**config.mk**
```make
export PLATFORM = sky130hd
export DESIGN_NAME = lpc_io_target_flat
export DESIGN_NICKNAME = d
export VERILOG_FILES = /design/src/rtl/lpc_io_target_if.sv /design/src/rtl/lpc_io_target.sv /design/src/flat_wrapper.sv
export SDC_FILE = /design/constraint.sdc
export NUM_CORES = 1
export LEC_CHECK = 0
export BUFFER_PORTS_ARGS = -buffer_cell sky130_fd_sc_hd__buf_2
export CAP_MARGIN = 40
export CORE_MARGIN = 5
export CORE_UTILIZATION = 60
export DETAILED_ROUTE_END_ITERATION = 8
export PLACE_DENSITY = 0.84
export SLEW_MARGIN = 15
export SYNTH_ARGS = -nofsm -noshare
export SYNTH_HDL_FRONTEND = slang
export SYNTH_SLANG_ARGS = --single-unit
```
**constraint.sdc**
```tcl
create_clock -name LpcClock -period 3.6 [get_ports LpcClock]
set_input_delay 0.36 -clock LpcClock [delete_from_list [all_inputs] [get_ports LpcClock]]
set_output_delay 0.36 -clock LpcClock [all_outputs]
set_load 0.05 [all_outputs]
```
**src/rtl/lpc_io_target_if.sv**
```systemverilog
//------------------------------------------------------------------------------
// Module      : lpc_io_target_if
// Description : LPC pin bundle plus register-file write/read port
// Revision    : 1.0 - initial release
//------------------------------------------------------------------------------
`default_nettype none

interface lpc_io_target_if;
    logic       LFrame_n;
    logic [3:0] LadIn;
    logic [3:0] LadOut;
    logic       LadOe;
    logic [7:0] Addr;
    logic       Wr;
    logic [7:0] DataWr;
    logic [7:0] DataRd;

    modport slave (
        input  LFrame_n, LadIn, DataRd,
        output LadOut, LadOe, Addr, Wr, DataWr
    );

    modport master (
        output LFrame_n, LadIn, DataRd,
        input  LadOut, LadOe, Addr, Wr, DataWr
    );
endinterface

`default_nettype wire

```
**src/rtl/lpc_io_target.sv**
```systemverilog
//------------------------------------------------------------------------------
// Module      : lpc_io_target
// Description : LPC I/O-cycle target claiming a 32-byte window of registers
// Revision    : 1.0 - initial release
//------------------------------------------------------------------------------
`default_nettype none

module lpc_io_target #(
    parameter logic [15:0] BASE_ADDR   = 16'h0700,
    parameter int          SHORT_WAITS = 0
) (
    input  logic           LpcClock,
    input  logic           PciReset,
    lpc_io_target_if.slave bus
);

    localparam logic [2:0] c_SW = 3'(SHORT_WAITS);

    typedef enum logic [3:0] {
        ST_IDLE    = 4'd0,
        ST_CYCTYPE = 4'd1,
        ST_ADDR0   = 4'd2,
        ST_ADDR1   = 4'd3,
        ST_ADDR2   = 4'd4,
        ST_ADDR3   = 4'd5,
        ST_WDATA0  = 4'd6,
        ST_WDATA1  = 4'd7,
        ST_HTAR0   = 4'd8,
        ST_HTAR1   = 4'd9,
        ST_SYNC    = 4'd10,
        ST_RDATA0  = 4'd11,
        ST_RDATA1  = 4'd12,
        ST_PTAR0   = 4'd13,
        ST_PTAR1   = 4'd14
    } state_t;

    state_t      state_q, state_d;
    logic        dir_q, dir_d;
    logic [11:0] addr_q, addr_d;
    logic [2:0]  cnt_q, cnt_d;
    logic [7:0]  hold_q, hold_d;
    logic [3:0]  lad_out_q, lad_out_d;
    logic        lad_oe_q, lad_oe_d;
    logic [7:0]  reg_addr_q, reg_addr_d;
    logic        wr_q, wr_d;
    logic [7:0]  data_wr_q, data_wr_d;
    logic [15:0] full_addr;
    logic        addr_hit;

    always_comb begin
        state_d    = state_q;
        dir_d      = dir_q;
        addr_d     = addr_q;
        cnt_d      = cnt_q;
        hold_d     = hold_q;
        reg_addr_d = reg_addr_q;
        data_wr_d  = data_wr_q;
        full_addr  = {addr_q, bus.LadIn};
        addr_hit   = (full_addr[15:5] == BASE_ADDR[15:5]);

        // LFRAME# mid-cycle: 0000 restarts, anything else abandons the cycle
        if (state_q != ST_IDLE && !bus.LFrame_n) begin
            state_d = (bus.LadIn == 4'b0000) ? ST_CYCTYPE : ST_IDLE;
        end else begin
            unique case (state_q)
                ST_IDLE: begin
                    if (!bus.LFrame_n && bus.LadIn == 4'b0000) state_d = ST_CYCTYPE;
                end
                ST_CYCTYPE: begin
                    dir_d   = bus.LadIn[1];
                    state_d = (bus.LadIn[3:2] == 2'b00) ? ST_ADDR0 : ST_IDLE;
                end
                ST_ADDR0, ST_ADDR1, ST_ADDR2: begin
                    addr_d  = {addr_q[7:0], bus.LadIn};
                    state_d = state_t'(state_q + 4'd1);
                end
                ST_ADDR3: begin
                    if (addr_hit) begin
                        reg_addr_d = {3'b000, full_addr[4:0]};
                        state_d    = dir_q ? ST_WDATA0 : ST_HTAR0;
                    end else begin
                        state_d = ST_IDLE;
                    end
                end
                ST_WDATA0: begin
                    data_wr_d = {data_wr_q[7:4], bus.LadIn};
                    state_d   = ST_WDATA1;
                end
                ST_WDATA1: begin
                    data_wr_d = {bus.LadIn, data_wr_q[3:0]};
                    state_d   = ST_HTAR0;
                end
                ST_HTAR0: state_d = ST_HTAR1;
                ST_HTAR1: begin
                    cnt_d   = 3'd0;
                    state_d = ST_SYNC;
                end
                ST_SYNC: begin
                    if (cnt_q == c_SW) begin
                        hold_d  = bus.DataRd;
                        state_d = dir_q ? ST_PTAR0 : ST_RDATA0;
                    end else begin
                        cnt_d = cnt_q + 3'd1;
                    end
                end
                ST_RDATA0: state_d = ST_RDATA1;
                ST_RDATA1: state_d = ST_PTAR0;
                ST_PTAR0:  state_d = ST_PTAR1;
                ST_PTAR1:  state_d = ST_IDLE;
                default:   state_d = ST_IDLE;
            endcase
        end

        // Outputs are decoded from the next state so they line up with it
        lad_oe_d = (state_d == ST_SYNC) || (state_d == ST_RDATA0) ||
                   (state_d == ST_RDATA1) || (state_d == ST_PTAR0);
        unique case (state_d)
            ST_SYNC:   lad_out_d = (cnt_d == c_SW) ? 4'b0000 : 4'b0101;
            ST_RDATA0: lad_out_d = hold_d[3:0];
            ST_RDATA1: lad_out_d = hold_q[7:4];
            default:   lad_out_d = 4'hF;
        endcase
        wr_d = dir_d && (state_d == ST_SYNC) && (cnt_d == c_SW);
    end

    always_ff @(posedge LpcClock or posedge PciReset) begin
        if (PciReset) begin
            state_q    <= ST_IDLE;
            dir_q      <= 1'b0;
            addr_q     <= 12'h000;
            cnt_q      <= 3'd0;
            hold_q     <= 8'h00;
            lad_out_q  <= 4'hF;
            lad_oe_q   <= 1'b0;
            reg_addr_q <= 8'h00;
            wr_q       <= 1'b0;
            data_wr_q  <= 8'h00;
        end else begin
            state_q    <= state_d;
            dir_q      <= dir_d;
            addr_q     <= addr_d;
            cnt_q      <= cnt_d;
            hold_q     <= hold_d;
            lad_out_q  <= lad_out_d;
            lad_oe_q   <= lad_oe_d;
            reg_addr_q <= reg_addr_d;
            wr_q       <= wr_d;
            data_wr_q  <= data_wr_d;
        end
    end

    assign bus.LadOut = lad_out_q;
    assign bus.LadOe  = lad_oe_q;
    assign bus.Addr   = reg_addr_q;
    assign bus.Wr     = wr_q;
    assign bus.DataWr = data_wr_q;

endmodule

`default_nettype wire
```
**src/flat_wrapper.sv**
```systemverilog
// flat-port wrapper written by rule: the top's interface ports become plain ports
module lpc_io_target_flat 
#(
    parameter logic [15:0] BASE_ADDR   = 16'h0700,
    parameter int          SHORT_WAITS = 0
)
  (LpcClock, PciReset, bus_LFrame_n, bus_LadIn, bus_DataRd, bus_LadOut, bus_LadOe, bus_Addr, bus_Wr, bus_DataWr);
  lpc_io_target_if bus_i ();
  input  logic LpcClock;
  input  logic PciReset;
  input wire logic [$bits(bus_i.LFrame_n)-1:0] bus_LFrame_n;
  input wire logic [$bits(bus_i.LadIn)-1:0] bus_LadIn;
  input wire logic [$bits(bus_i.DataRd)-1:0] bus_DataRd;
  output wire logic [$bits(bus_i.LadOut)-1:0] bus_LadOut;
  output wire logic [$bits(bus_i.LadOe)-1:0] bus_LadOe;
  output wire logic [$bits(bus_i.Addr)-1:0] bus_Addr;
  output wire logic [$bits(bus_i.Wr)-1:0] bus_Wr;
  output wire logic [$bits(bus_i.DataWr)-1:0] bus_DataWr;
  assign bus_i.LFrame_n = bus_LFrame_n;
  assign bus_i.LadIn = bus_LadIn;
  assign bus_i.DataRd = bus_DataRd;
  assign bus_LadOut = bus_i.LadOut;
  assign bus_LadOe = bus_i.LadOe;
  assign bus_Addr = bus_i.Addr;
  assign bus_Wr = bus_i.Wr;
  assign bus_DataWr = bus_i.DataWr;
  lpc_io_target #(.BASE_ADDR(BASE_ADDR), .SHORT_WAITS(SHORT_WAITS)) u_core (.LpcClock(LpcClock), .PciReset(PciReset), .bus(bus_i));
endmodule
```
==> metrics.yaml, run 1 <==
status:
  outcome: "complete, no violations"
synth:
  synth_edf_count: 0
  synthDistinctLibCells: 49
  yosysTopAreaCell: "dfrtp_1"
  synth_cells: 197
  ys_warn_count: 0
  synth_seq_cells: 47
  seq_area_frac_synth_pct: 50.4
  yosys-top-cells-area: "dfrtp_1, mux2_2, dfstp_2"
  syn_area_um2: 2340
  async_flop_share_pct: 100
  synth_ff_type: "dfrtp_1"
  avgSynthCellArea_um2: 11.9
  synth_top_cell_area_share_pct: 45.9
cells_and_area:
  utilization_pct: 70.7
  regArea_um2: 1180
  final_cells: 280
  multiInputGateArea_um2: 1070
  drive_gt1_share_pct: 39.7
  area_growth_pct: 12.2
  fin_nets: 252
  antenna_cells: 0
  n_fill_cell: 289
power_and_ir_drop:
  power.leakage_nw: 1.28
  swShare_pct: 38.6
  irDropWorstVdd_v: 0.000406
  power_switching_w: 0.000675
  power.share.combinational_pct: 37.9
  p_per_area_nw_per_um2: 666
  p_int_w: 0.00108
  clockPowerShare_pct: 18.7
  p_seq_share_pct: 43.4
floorplan:
  initial_core_util_pct: 63.1
  die_area_um2: 5260
  die_h_um: 72.5
  pin_count: 37
  coreArea_um2: 3720
  die_w_um: 72.5
  rows: 22
clocking:
  post_cts_resized: 0
  clk_latency_ns: 0.31
  clk_pin_slew_ns: 0.09
  cts_max_level: 2
  cts_hold_buf: 0
  cts_setup_buffers: 0
  cts-root-buf: "clkbuf_8"
  cts_buffers: 5
  cts_tree: "yes"
  cts_max_path_buffers: 2
  clock_sink_count: 47
grt:
  grt_pass1_vias: 1621
  grt_pass1_wl_um: 7730
  grtUsageTotal_pct: 19.0
  grt_max_degree: 31
  grt_overflow: 0
  antenna_found_initial: 0
route:
  via_per_inst: 5.71
  drtIter0Drc: 175
  wl_per_cell_um: 16.0
  vias: 1599
  dr.pass1.iters: 4
  routed_wl_um: 4480
  ant_nets: 0
  drc: 0
sta:
  fin_skew_ns: 0.00781
  fin_crit_sh_pct: 73.8
  tightestPinTransition_ns: 0.586
  period_minus_slack_ns: 2.66
  max_freq_ghz: 0.377
  drv_slew: 0
  finalHoldViolCount: 0
  rsz0062_at_grt: "no"
  setup_tns_ns: 0
  hold_ws_ns: 0.0135
  setup_viol: 0
  slew_headroom_pct: 60.6
run:
  maxCapViolCount: 0
place:
  port_buffers: 33
  detailed_place_hpwl_um: 3310
  placed_cells: 272
  place_congestion: 0.893
min_path:
  hold_path_class: "in -> async"
critical_path:
  start_kind: "flip-flop"
  crit_fanout: 15
  crit_type: "reg -> reg"
  cp.required_ns: 3.85
  cp-end-kind: "flip-flop"
  crit_arrival_ns: 2.90
[cells in the final DEF (no fill, tap or decap), types with 5 or more instances in the layout]
cell / synthesis / final
dfrtp_1: 43 / 43
mux2_2: 34 / 34
buf_2: 5 / 33
nor2_1: 11 / 11
nor2b_1: 8 / 8
a21oi_1: 7 / 7
inv_1: 8 / 7
o21ai_0: 7 / 7
ha_1: 6 / 6
nand2_1: 5 / 5
nor3_1: 5 / 5
clkbuf_8: 0 / 5
[power by group through the flow]
stage          combinational (W)  clock (W)  sequential, W
3_3_place_gp            0.000643          0       0.000761
3_5_place_dp            0.000662          0       0.000767
5_1_grt                 0.000723   0.000354       0.000779
4_1_cts                 0.000665   0.000332       0.000758
6_report                0.000663   0.000328       0.000760
2_1_floorplan           0.000441          0       0.000845
[Yosys cell counts, types with 2 or more instances]
master,number
dfrtp_1,43
mux2_2,34
nor2_1,11
inv_1,8
nor2b_1,8
a21oi_1,7
o21ai_0,7
ha_1,6
buf_2,5
nand2_1,5
nor3_1,5
buf_4,4
dfstp_2,4
nand2b_1,4
nor3b_1,4
nand3_1,3
a211o_1,2
a22o_1,2
a31oi_1,2
and3_1,2
o22a_1,2
o32a_1,2
[per-layer routing]
layer	vias up	track usage, %	wire [um]
li1	771	-	-
met1	789	25.7	2030
met2	31	29.2	2200
met3	8	4.29	167
met4	0	8.81	83
met5	-	0	0
[registers in the layout (all words and copies together), names as in the netlist]
register,flops
u_core.state_q,4
u_core.bus.LadOut,4
u_core.hold_q,8
u_core.addr_q,12
u_core.bus.Addr,5
u_core.bus.DataWr,8
u_core.bus.Wr,1
u_core.dir_q,1
u_core.cnt_q,3
u_core.bus.LadOe,1
[through the flow]
step | cell area [um^2] | total power (W) | setup slack (ns)
floorplan | 2350 | 0.00129 | 1.35
global placement | 2520 | 0.00140 | 1.01
detailed placement | 2540 | 0.00143 | 0.992
CTS | 2630 | 0.00176 | 0.971
global route | 2630 | 0.00186 | 0.798
finish | 2630 | 0.00175 | 0.944
[cells by family (layout without fill, tap and decap cells)]
| family | count (synthesis) | count (layout) | synth area share, % |
|---|---|---|---|
| AO/OA/AOI/OAI | 34 | 34 | 10.3 |
| XOR/XNOR | 1 | 1 | 0.374 |
| adder cells (fa/ha/maj) | 6 | 6 | 3.20 |
| buffers and inverters | 19 | 52 | 4.27 |
| flip-flops | 47 | 47 | 50.4 |
| multiplexers | 34 | 34 | 16.3 |
| other | 1 | 3 | 0.160 |
| AND/OR/NAND/NOR | 55 | 55 | 14.9 |
[cell type report]
class | instances | area share (%)
Inverter | 9 | 1.29
Timing Repair Buffer | 35 | 7.33
Clock buffer | 5 | 2.62
Clock inverter | 3 | 0.857
Sequential cell | 47 | 44.9
Multi-Input combinational cell | 133 | 40.7
Tap cell | 48 | 2.28
[critical path, stage by stage, from the launching register on]
cell and delay [ns]:
dfrtp_1 0.44, inv_1 0.12, ha_1 0.44, and3b_1 0.32
and3_1 0.41, mux2_2 0.39, nor2b_1 0.13, o32a_1 0.34
[path summary, 6_finish.rpt]
kind | start | end | slack (ns) | depth (start not counted)
max | u_core.state_q[0]$_DFF_PP0_ | u_core.bus.LadOut[0]$_DFF_PP1_ | 0.94 | 7
min | PciReset | u_core.hold_q[6]$_DFFE_PP0P_ | 0.01 | 2
max reg2reg | u_core.state_q[0]$_DFF_PP0_ | u_core.bus.LadOut[0]$_DFF_PP1_ | 0.94 | 7
min reg2reg | u_core.hold_q[1]$_DFF_PP0_ | u_core.hold_q[1]$_DFF_PP0_ | 0.51 | 1
max in group asynchronous | PciReset | u_core.bus.LadOut[0]$_DFF_PP1_ | 3.05 | 3
min in group LpcClock | bus_DataRd[5] | u_core.hold_q[5]$_DFFE_PP0P_ | 0.28 | 2
Power figures use the tool's default switching activity.
==> run 2, diff against run 1 <==
- ABC_AREA: not set -> 1
- CORE_UTILIZATION: 60 -> 57
- PLACE_DENSITY: 0.84 -> 0.8
- clock period: 3.6 -> 2.49 ns (I/O delays scaled with it)
==> metrics.yaml, run 2 <==
status:
  outcome: "complete, no violations"
critical_path:
  worstPathBufferInverterCount: 2  # +1
  crit_fanout: 6  # -9
  cp_slowest_cell: "dfrtp_1"
  start_kind: "flip-flop"
  crit_type: "reg -> reg"
  crit_arrival_ns: 2.42  # -0.48 ns
  critical-path-top-delay-family: "simple AND/OR/NAND/NOR gates"
  cp-end-kind: "flip-flop"
  path_cells: "inv_1, ha_1, inv_2, nor2_2, nand2_1, nor2_2, nand2_1, nor2_1, mux2_2"
  cp.required_ns: 2.68  # -1.17 ns
  cp_slowest_stage_delay_ns: 0.43  # about the same
grt:
  grt_max_degree: 28  # -9.7%
  grt_overflow: 0  # unchanged
  grt_pass1_vias: 2045  # +26%
  grtUsageTotal_pct: 19.1  # +0.11 points
  antenna_found_initial: 0  # unchanged
  grt_pass1_wl_um: 9250  # +20%
cells_and_area:
  final_cell_mix: "nand2_1, dfrtp_1, buf_2"
  area_growth_pct: 11.9
  largest_register_ffs: 12  # unchanged
  fin_nets: 350  # +39%
  drive_gt1_share_pct: 30.6  # -9.0 points
  layout_commonest_cell: "nand2_1"
  antenna_cells: 0  # unchanged
  n_fill_cell: 323  # +12%
  final_cells: 382  # +36%
  top_register: "u_core.addr_q"
synth:
  synthAdderAreaFrac_pct: 2.93  # -0.27 points
  synth_edf_count: 0  # unchanged
  synth_top_family_by_area: "simple AND/OR/NAND/NOR gates"
  synth_cells: 292  # +48%
  synth-xor-area-share_pct: 0.342  # -0.032 points
  synth_top_cell_area_share_pct: 42.0  # -3.9 points
  synthSimpleGateAreaFrac_pct: 29.5  # +15 points
  yosysMostFrequentCell: "nand2_1"
  seq_area_frac_synth_pct: 46.1  # -4.3 points
  syn_area_um2: 2560  # +9.3%
  synth_common_cells: "nand2_1, dfrtp_1, nor2_1, inv_1, nand3_1"
  synth-compound-area-share_pct: 6.16  # -4.1 points
  yosysTopAreaCell: "dfrtp_1"
  ys_warn_count: 0  # unchanged
  avgSynthCellArea_um2: 8.77  # -26%
  yosys-top-cells-area: "dfrtp_1, nand2_1, mux2_2"
  synth_seq_cells: 47  # unchanged
  synthDistinctLibCells: 31  # -37%
  synthMuxAreaShare_pct: 6.16  # -10 points
  async_flop_share_pct: 100  # unchanged
  synth_ff_type: "dfrtp_1"
route:
  drtIter0Drc: 123  # -30%
  routed_wl_um: 5130  # +15%
  drc: 0  # unchanged
  via_per_inst: 5.17  # -9.5%
  vias: 1974  # +23%
  ant_nets: 0  # unchanged
  wl_per_cell_um: 13.4  # -16%
  dr.pass1.iters: 4  # unchanged
clocking:
  cts_max_level: 2  # unchanged
  cts_tree: "yes"
  cts_max_path_buffers: 2  # unchanged
  clock_sink_count: 47  # unchanged
  cts_buffers: 5  # unchanged
  clk_pin_slew_ns: 0.09  # about the same
  cts_setup_buffers: 0  # unchanged
  cts-root-buf: "clkbuf_8"
  clk_latency_ns: 0.30  # about the same
place:
  detailed_place_hpwl_um: 3850  # +16%
  place_congestion: 0.879  # -1.6%
  port_buffers: 33  # unchanged
  placed_cells: 373  # +37%
floorplan:
  initial_core_util_pct: 58.8  # -4.2 points
  coreArea_um2: 4350  # +17%
  rows: 24  # +9.1%
  pin_count: 37  # unchanged
  die_h_um: 77.0  # +6.3%
  die_w_um: 77.0  # +6.3%
  die_area_um2: 5930  # +13%
power_and_ir_drop:
  p_per_area_nw_per_um2: 762  # +14%
  power.leakage_nw: 1.54  # +20%
  swShare_pct: 37.5  # -1.0 points
  p_total_w: 0.00218  # +25%
  power.share.combinational_pct: 31.7  # -6.2 points
  p_int_w: 0.00136  # +27%
  p_seq_share_pct: 45.4  # +2.0 points
  irDropWorstVdd_v: 0.000542  # +34%
  clockPowerShare_pct: 23.0  # +4.3 points
  power_switching_w: 0.000820  # +21%
sta:
  rsz0062_at_grt: "no"
  setup_tns_ns: 0  # unchanged
  drv_slew: 0  # unchanged
  setup_viol: 0  # unchanged
  hold_ws_ns: 0.179  # +0.165 ns
  period_minus_slack_ns: 2.23  # -0.430 ns
  fin_crit_sh_pct: 89.4  # +16 points
  finalHoldViolCount: 0  # unchanged
  max_freq_ghz: 0.449  # +19%
  fin_skew_ns: 0.00864  # +0.000825 ns
min_path:
  hold_path_class: "in -> reg"
run:
  maxCapViolCount: 0  # unchanged
run 2: repair_timing:
item	4_1_cts	5_1_grt
hold buffers	1	0
resized for setup	0	0
hold endpoints to repair	16	0
run 2: worst reg2reg max path, cell delays in order, from the launching register on:
cell and delay (ns):
dfrtp_1 0.43, inv_1 0.13, ha_1 0.34, inv_2 0.09, nor2_2 0.09, nand2_1 0.07, nor2_2 0.13, nand2_1 0.09
nor2_1 0.37, mux2_2 0.40
run 2: cell families after synthesis:
kind of cell / Yosys count
xor gates and xnor gates: 1
adders and majority gates: 6
muxes: 14
DFF: 47
and+or+nand+nor: 150
other: 1
AOI/OAI and AO/OA: 28
buffers and inverters: 45
run 2: per-stage QoR:
stage	setup slack, ns	util [%]	instance area (um^2)
after global routing	0.0891	65.8	2870
after CTS	0.268	65.8	2870
after detailed placement	0.306	63.2	2750
final	0.265	65.8	2870
after floorplan	0.663	-	2570
after global placement	0.358	62.7	2730
run 2: path summary, 6_finish.rpt:
| kind | from | end | slack [ns] | cells after the start |
|---|---|---|---|---|
| max | u_core.state_q[1]$_DFF_PP0_ | u_core.bus.Addr[3]$_DFFE_PP0P_ | 0.26 | 9 |
| min | bus_DataRd[4] | u_core.hold_q[4]$_DFFE_PP0P_ | 0.18 | 2 |
| max reg2reg | u_core.state_q[1]$_DFF_PP0_ | u_core.bus.Addr[3]$_DFFE_PP0P_ | 0.26 | 9 |
| min reg2reg | u_core.bus.DataWr[6]$_DFFE_PP0P_ | u_core.bus.DataWr[6]$_DFFE_PP0P_ | 0.49 | 2 |
| max in group asynchronous | PciReset | u_core.bus.Addr[1]$_DFFE_PP0P_ | 1.51 | 4 |
| min in group asynchronous | PciReset | u_core.hold_q[2]$_DFF_PP0_ | 0.50 | 3 |
run 2: power by group through the flow:
| stage | clock network (W) | registers [W] | logic, W |
|---|---|---|---|
| floorplan | 0 | 0.00103 | 0.000523 |
| finish | 0.000502 | 0.000991 | 0.000691 |
| detailed placement | 0 | 0.00100 | 0.000681 |
| CTS | 0.000513 | 0.000990 | 0.000688 |
| global route | 0.000556 | 0.00101 | 0.000778 |
| global placement | 0 | 0.00100 | 0.000661 |
run 2: routing by layer:
| metal | track usage (%) | wire length, um | vias to the layer above |
|---|---|---|---|
| met2 | 30.0 | 2380 | 68 |
| met1 | 25.7 | 2340 | 904 |
| met4 | 8.25 | 118 | 0 |
| met5 | 0 | 0 | - |
| li1 | - | - | 992 |
| met3 | 3.98 | 294 | 10 |
run 2: area by class of cell:
| type | count | area, um^2 | share of cell area, % |
|---|---|---|---|
| clock inverter | 1 | 7.51 | 0.262 |
| tap | 52 | 65.1 | 2.27 |
| sequential | 47 | 1180 | 41.2 |
| timing repair buffer | 36 | 203 | 7.07 |
| multi-input combinational | 202 | 1170 | 40.7 |
| clock buffer | 7 | 96.3 | 3.36 |
| inverter | 37 | 146 | 5.11 |
